`config.mk`:
```
export PLATFORM = sky130hd
export DESIGN_NAME = fcmp_reduce
export DESIGN_NICKNAME = d
export VERILOG_FILES = /design/src/rtl/fcmp_reduce_pkg.sv /design/src/rtl/compf.sv /design/src/rtl/fcmp_reduce.sv
export SDC_FILE = /design/constraint.sdc
export NUM_CORES = 1
export LEC_CHECK = 0
export CAP_MARGIN = 25
export CORE_MARGIN = 2
export CORE_UTILIZATION = 50
export CTS_CLUSTER_DIAMETER = 120
export CTS_CLUSTER_SIZE = 16
export DETAILED_ROUTE_END_ITERATION = 8
export PLACE_DENSITY = 0.87
export SLEW_MARGIN = 20
export SYNTH_ARGS = -nofsm -noshare
export SYNTH_HDL_FRONTEND = slang
export SYNTH_HIERARCHICAL = 1
export SYNTH_SLANG_ARGS = --single-unit
```
`constraint.sdc`:
```
create_clock -name clk -period 3.8 [get_ports clk]
set_input_delay 0.57 -clock clk [delete_from_list [all_inputs] [get_ports clk]]
set_output_delay 0.57 -clock clk [all_outputs]
set_load 0.01 [all_outputs]
```
`src/rtl/fcmp_reduce_pkg.sv`:
```
// Shared encodings for the float min/max reduction engine:
// FSM states, comparator opcodes and reduction modes.
package fcmp_reduce_pkg;

    typedef enum logic [1:0] {
        StIdle  = 2'd0,
        StFirst = 2'd1,
        StRun   = 2'd2,
        StDone  = 2'd3
    } state_t;

    localparam logic [2:0] CMP_GT = 3'b110;
    localparam logic [2:0] CMP_EQ = 3'b100;
    localparam logic [2:0] CMP_LT = 3'b101;

    localparam logic MODE_MAX = 1'b0;
    localparam logic MODE_MIN = 1'b1;

endpackage

```
`src/rtl/compf.sv`:
```
// Combinational IEEE-754 single-precision comparator: result = (a inst b).
// Orders by sign, then exponent, then mantissa; +0 and -0 compare equal, no NaN handling.
module compf
    import fcmp_reduce_pkg::*;
(
    input  logic [31:0] a,
    input  logic [31:0] b,
    input  logic [2:0]  inst,
    output logic        result
);

    logic both_zero;
    logic is_eq;
    logic is_gt;
    logic is_lt;

    assign both_zero = (a[30:0] == 31'd0) && (b[30:0] == 31'd0);

    always_comb begin
        is_eq = 1'b0;
        is_gt = 1'b0;
        if (both_zero || (a == b)) begin
            is_eq = 1'b1;
        end else if (a[31] != b[31]) begin
            is_gt = b[31];
        end else if (!a[31]) begin
            is_gt = a[30:0] > b[30:0];
        end else begin
            // Both negative: the larger magnitude is the smaller value.
            is_gt = a[30:0] < b[30:0];
        end
    end

    assign is_lt = !is_gt && !is_eq;

    always_comb begin
        case (inst)
            CMP_GT:  result = is_gt;
            CMP_EQ:  result = is_eq;
            CMP_LT:  result = is_lt;
            default: result = 1'b0;
        endcase
    end

endmodule

```
`src/rtl/fcmp_reduce.sv`:
```
// Streaming min/max reduction over single-precision floats: tracks the running
// best value and its index, then presents the winner on a valid/ready output.
module fcmp_reduce
    import fcmp_reduce_pkg::*;
#(
    parameter int unsigned IDX_W = 8
) (
    input  logic             clk,
    input  logic             rst,
    input  logic             start,
    input  logic             mode,
    input  logic [IDX_W-1:0] count,
    input  logic             in_valid,
    output logic             in_ready,
    input  logic [31:0]      in_data,
    output logic             out_valid,
    input  logic             out_ready,
    output logic [31:0]      out_value,
    output logic [IDX_W-1:0] out_index,
    output logic             out_empty,
    output logic             busy
);

    localparam logic [IDX_W-1:0] ONE = IDX_W'(1);

    state_t           state;
    logic             mode_q;
    logic [IDX_W-1:0] count_q;
    logic [IDX_W-1:0] elem;
    logic [IDX_W-1:0] best_idx;
    logic [31:0]      best;

    logic [2:0]       cmp_op;
    logic             cmp_hit;
    logic             hs;
    logic             last;
    logic [31:0]      next_best;
    logic [IDX_W-1:0] next_idx;

    assign in_ready  = (state == StFirst) || (state == StRun);
    assign out_valid = (state == StDone);
    assign busy      = (state != StIdle);
    assign hs        = in_valid && in_ready;

    always_comb begin
        cmp_op    = (mode_q == MODE_MIN) ? CMP_LT : CMP_GT;
        next_best = cmp_hit ? in_data : best;
        next_idx  = cmp_hit ? elem : best_idx;
        last      = (elem == (count_q - ONE));
    end

    compf u_compf (
        .a      (in_data),
        .b      (best),
        .inst   (cmp_op),
        .result (cmp_hit)
    );

    always_ff @(posedge clk or posedge rst) begin
        if (rst) begin
            state     <= StIdle;
            mode_q    <= MODE_MAX;
            count_q   <= '0;
            elem      <= '0;
            best      <= '0;
            best_idx  <= '0;
            out_value <= '0;
            out_index <= '0;
            out_empty <= 1'b0;
        end else begin
            case (state)
                StIdle: begin
                    if (start) begin
                        mode_q  <= mode;
                        count_q <= count;
                        elem    <= '0;
                        if (count == '0) begin
                            out_value <= '0;
                            out_index <= '0;
                            out_empty <= 1'b1;
                            state     <= StDone;
                        end else begin
                            out_empty <= 1'b0;
                            state     <= StFirst;
                        end
                    end
                end
                StFirst: begin
                    if (hs) begin
                        best     <= in_data;
                        best_idx <= '0;
                        elem     <= ONE;
                        if (count_q == ONE) begin
                            out_value <= in_data;
                            out_index <= '0;
                            state     <= StDone;
                        end else begin
                            state <= StRun;
                        end
                    end
                end
                StRun: begin
                    if (hs) begin
                        best     <= next_best;
                        best_idx <= next_idx;
                        elem     <= elem + ONE;
                        if (last) begin
                            out_value <= next_best;
                            out_index <= next_idx;
                            state     <= StDone;
                        end
                    end
                end
                StDone: begin
                    if (out_ready) begin
                        state <= StIdle;
                    end
                end
                default: state <= StIdle;
            endcase
        end
    end

endmodule

```
==> flow_metrics.py <==
metrics = {
    "final_layout": {
        "n_antenna_cell": 0,
        "final_util_pct": 67.7,
        "layout.nets": 780,
        "syn2layout_area_growth_pct": 31.1,
        "nFillCells": 785,
        "drive_gt1_share_pct": 23.0,
    },
    "timing": {
        "finalHoldViolCount": 0,
        "fmax_ghz": 0.260,
        "min_period_ns": 3.84,
        "layout_setup_ws_ns": -0.0400,
        "fin_crit_sh_pct": 101,
        "maxSlewHeadroom_pct": 42.1,
        "setup_viol": 1,
        "worst_pin_slew_ns": 0.869,
        "hold_ws_ns": 0.506,
        "finClkSkew_ns": 0.00674,
        "maxSlewViolCount": 0,
    },
    "yosys": {
        "synthMuxAreaShare_pct": 15.7,
        "yosys.area.top_type": "dfrtp_1",
        "ys_ff_latch": 100,
        "synth_compound_area_share_pct": 14.0,
        "synth_top_area_share_pct": 42.1,
        "synthCells": 573,
        "synth_top_family_by_area": "multiplexers",
        "synth_xor_area_share_pct": 1.47,
        "synthTopCellsByCount": "100 x dfrtp_1, 73 x mux2_2, 51 x inv_1",
        "ys_seq_area_share_pct": 42.1,
        "yosysWarnings": 6,
        "avgSynthCellArea_sq_um": 10.4,
        "async_reset_ff_share_pct": 100,
        "ys_types": 62,
        "yosysMostFrequentCell": "dfrtp_1",
        "synthTopCellsByArea": "dfrtp_1 42%, mux2_2 14%, ha_1 8.2%",
        "synth_edf_count": 0,
        "synth_area_sq_um": 5940,
        "synth_ff_type": "dfrtp_1",
        "synth_adder_area_share_pct": 8.21,
        "yosys.area_share.simple_pct": 13.1,
    },
    "global_route": {
        "grt_use_met2_pct": 41.8,
        "grt_usage_pct": 24.6,
        "grt_busiest_layer": "met2",
        "grt_pass1_vias": 5172,
        "grt_max_degree": 70,
        "grt_pass1_wl_mm": 25.3,
        "grt-ovfl-total": 0,
        "met3_usage_pct": 3.96,
        "met1_usage_pct": 30.9,
        "grt_antenna_before_repair": 0,
    },
    "die": {
        "ios": 90,
        "core_area_sq_um": 11500,
        "start_util_pct": 51.6,
        "die_height_microns": 113,
        "die-width_microns": 113,
        "die_area_sq_um": 12800,
        "row_count": 39,
    },
    "power_and_ir_drop": {
        "leakagePower_nw": 3.52,
        "power_density_nw_per_um2": 752,
        "ir_drop_mv": 0.403,
    },
    "routing": {
        "routed_wl_mm": 16.8,
        "via_count": 5207,
        "route.detailed.drc": 5,
        "drtPass1Iterations": 7,
        "ant_nets": 0,
        "drt_iter0_markers": 417,
        "wire_per_inst_microns": 19.9,
        "vias_per_cell": 6.18,
    },
    "setup_path": {
        "crit_buf_inv": 3,
        "worst_path_largest_cell_delay_ns": 0.58,
        "startpoint": "in_data[14]",
        "r2r_start": "best[26]",
        "cpMaxStageDelayCell": "or4_4",
        "criticalPathCategory": "in2reg",
        "crit_required_ns": 4.08,
        "startpoint_type": "primary input",
        "worstPathCellList": "clkdlybuf4s50_1 -> ha_1 -> nand4_1 -> or4_4 -> nor4_4 -> a21oi_1 -> a2111o_1 -> o211ai_1 -> inv_1 -> o21ai_4 -> clkbuf_16 -> a22oi_1 -> nor2_1 -> mux2_2",
        "path_max_fanout": 8,
        "cp-end-kind": "register",
        "crit_arrival_ns": 4.12,
        "crit_family": "compound AO/OA/AOI/OAI gates",
    },
    "min_path": {
        "min-delay-start": "best_idx[0]",
        "min_path_type": "reg2reg",
    },
    "flow_run": {
        "max_cap_viol_count": 0,
    },
    "placement": {
        "hpwl_mm": 11.5,
        "io_buffers": 89,
        "place_congestion": 0.915,
    },
    "clocking": {
        "hold_buffers": 0,
        "cts_tree": "built",
        "cts_buffers": 9,
        "path_clk_slew_ns": 0.06,
        "cts_num_sinks": 100,
        "cts-htree-levels": 3,
        "clkLatencyLatePin_ns": 0.35,
        "clock_path_buffers": 2,
        "ctsRootBufferMaster": "clkbuf_16",
    },
    "run_status": {
        "violations": "DRC, setup timing",
        "status": "finished, violations left",
    },
}
[metrics by stage]
| stage | cells | worst slack, ns | total power, W | setup TNS [ns] | instance area [sq um] |
|---|---|---|---|---|---|
| 4_1_cts | 835 | 0.00202 | 0.00551 | 0 | 7570 |
| 2_1_floorplan | 575 | 0.0469 | 0.00362 | 0 | 5960 |
| 3_5_place_dp | 819 | -0.386 | 0.00457 | -23.89 | 7260 |
| 6_report | 843 | -0.0400 | 0.00586 | -0.0400 | 7790 |
| 3_3_place_gp | 819 | -0.240 | 0.00436 | -15.73 | 7260 |
| 5_1_grt | 843 | -0.110 | 0.00616 | -0.417 | 7790 |
[metal layers]
metal	routed length, microns	share of wire, %	vias up
li1	-	-	2333
met1	6680	40	2520
met2	8330	50	293
met3	1210	7.2	61
met4	584	3.5	0
met5	0	0	-
[cells in the final DEF, fill, tap and decap left out, types with 4 or more instances in the layout]
master,instances
o21ai_0,24
nand2_1,14
mux2_2,73
nand2b_1,4
a21oi_1,14
nand4_1,11
ha_1,35
nor2_1,45
or4_1,8
clkdlybuf4s50_1,81
xor2_1,7
dlymetal6s2s_1,8
and3_1,6
inv_1,50
dfrtp_1,100
nand3_1,9
o21ai_1,5
nor3_1,6
nor4_1,18
a22oi_1,34
a22o_1,10
buf_4,43
ha_4,4
mux2i_1,9
clkbuf_16,11
[repair_timing]
item	in CTS	in global routing
pin swaps	3	15
setup endpoints to repair	3	80
resized for setup	1	18
setup buffers	0	4
gates cloned	0	3
[sequential cells by signal, summed over array words and instances (netlist names)]
name / flops
best_idx: 8
best: 32
state: 2
out_empty: 1
out_value: 32
out_index: 8
elem: 8
count_q: 8
mode_q: 1
[logic make-up (layout without fill, tap and decap cells)]
group,Yosys count,after routing
flip-flops,100,100
adder cells (fa/ha/maj),39,39
XOR/XNOR,10,10
buffers and inverters,81,206
other,1,3
AO/OA/AOI/OAI,117,117
multiplexers,84,84
AND/OR/NAND/NOR,141,141
[path summary, 6_finish.rpt]
check	end	depth (start not counted)	slack (ns)
min in group asynchronous	count_q[2]	2	0.75
hold reg to reg	best_idx[0]	1	0.51
setup / recovery	out_value[3]	14	-0.04
hold / removal	best_idx[0]	1	0.51
max in group asynchronous	best[24]	3	2.37
setup reg to reg	out_value[3]	14	0.03
[worst reg2reg max path, cell delays in order (launching register included)]
cell and delay (ns):
dfrtp_1 0.41, inv_1 0.06, ha_1 0.33, and2_1 0.18, a221o_1 0.37, a221oi_4 0.37, nand4_1 0.23, a211o_1 0.35
o211ai_1 0.30, inv_1 0.14, o21ai_4 0.31, clkbuf_16 0.23, a22oi_1 0.10, nor2_1 0.14, mux2_2 0.18
[report_power, final]
group          total [W]  switching [W]  internal (W)  leakage [nW]
Clock           0.000939       0.000395      0.000545         0.149
Sequential       0.00178       0.000388       0.00139          1.29
Combinational    0.00314        0.00162       0.00152          2.08
Total            0.00586        0.00240       0.00345          3.52
[layout make-up]
cell class	count	area (sq um)	area share, %
Clock inverter	4	47.5	0.610
Inverter	51	194	2.49
Timing Repair Buffer	139	1370	17.6
Multi-Input combinational cell	394	3250	41.6
Sequential cell	100	2500	32.1
Clock buffer	12	256	3.29
Tap cell	143	179	2.30
Note: power is estimated with default switching activity, not from simulation.
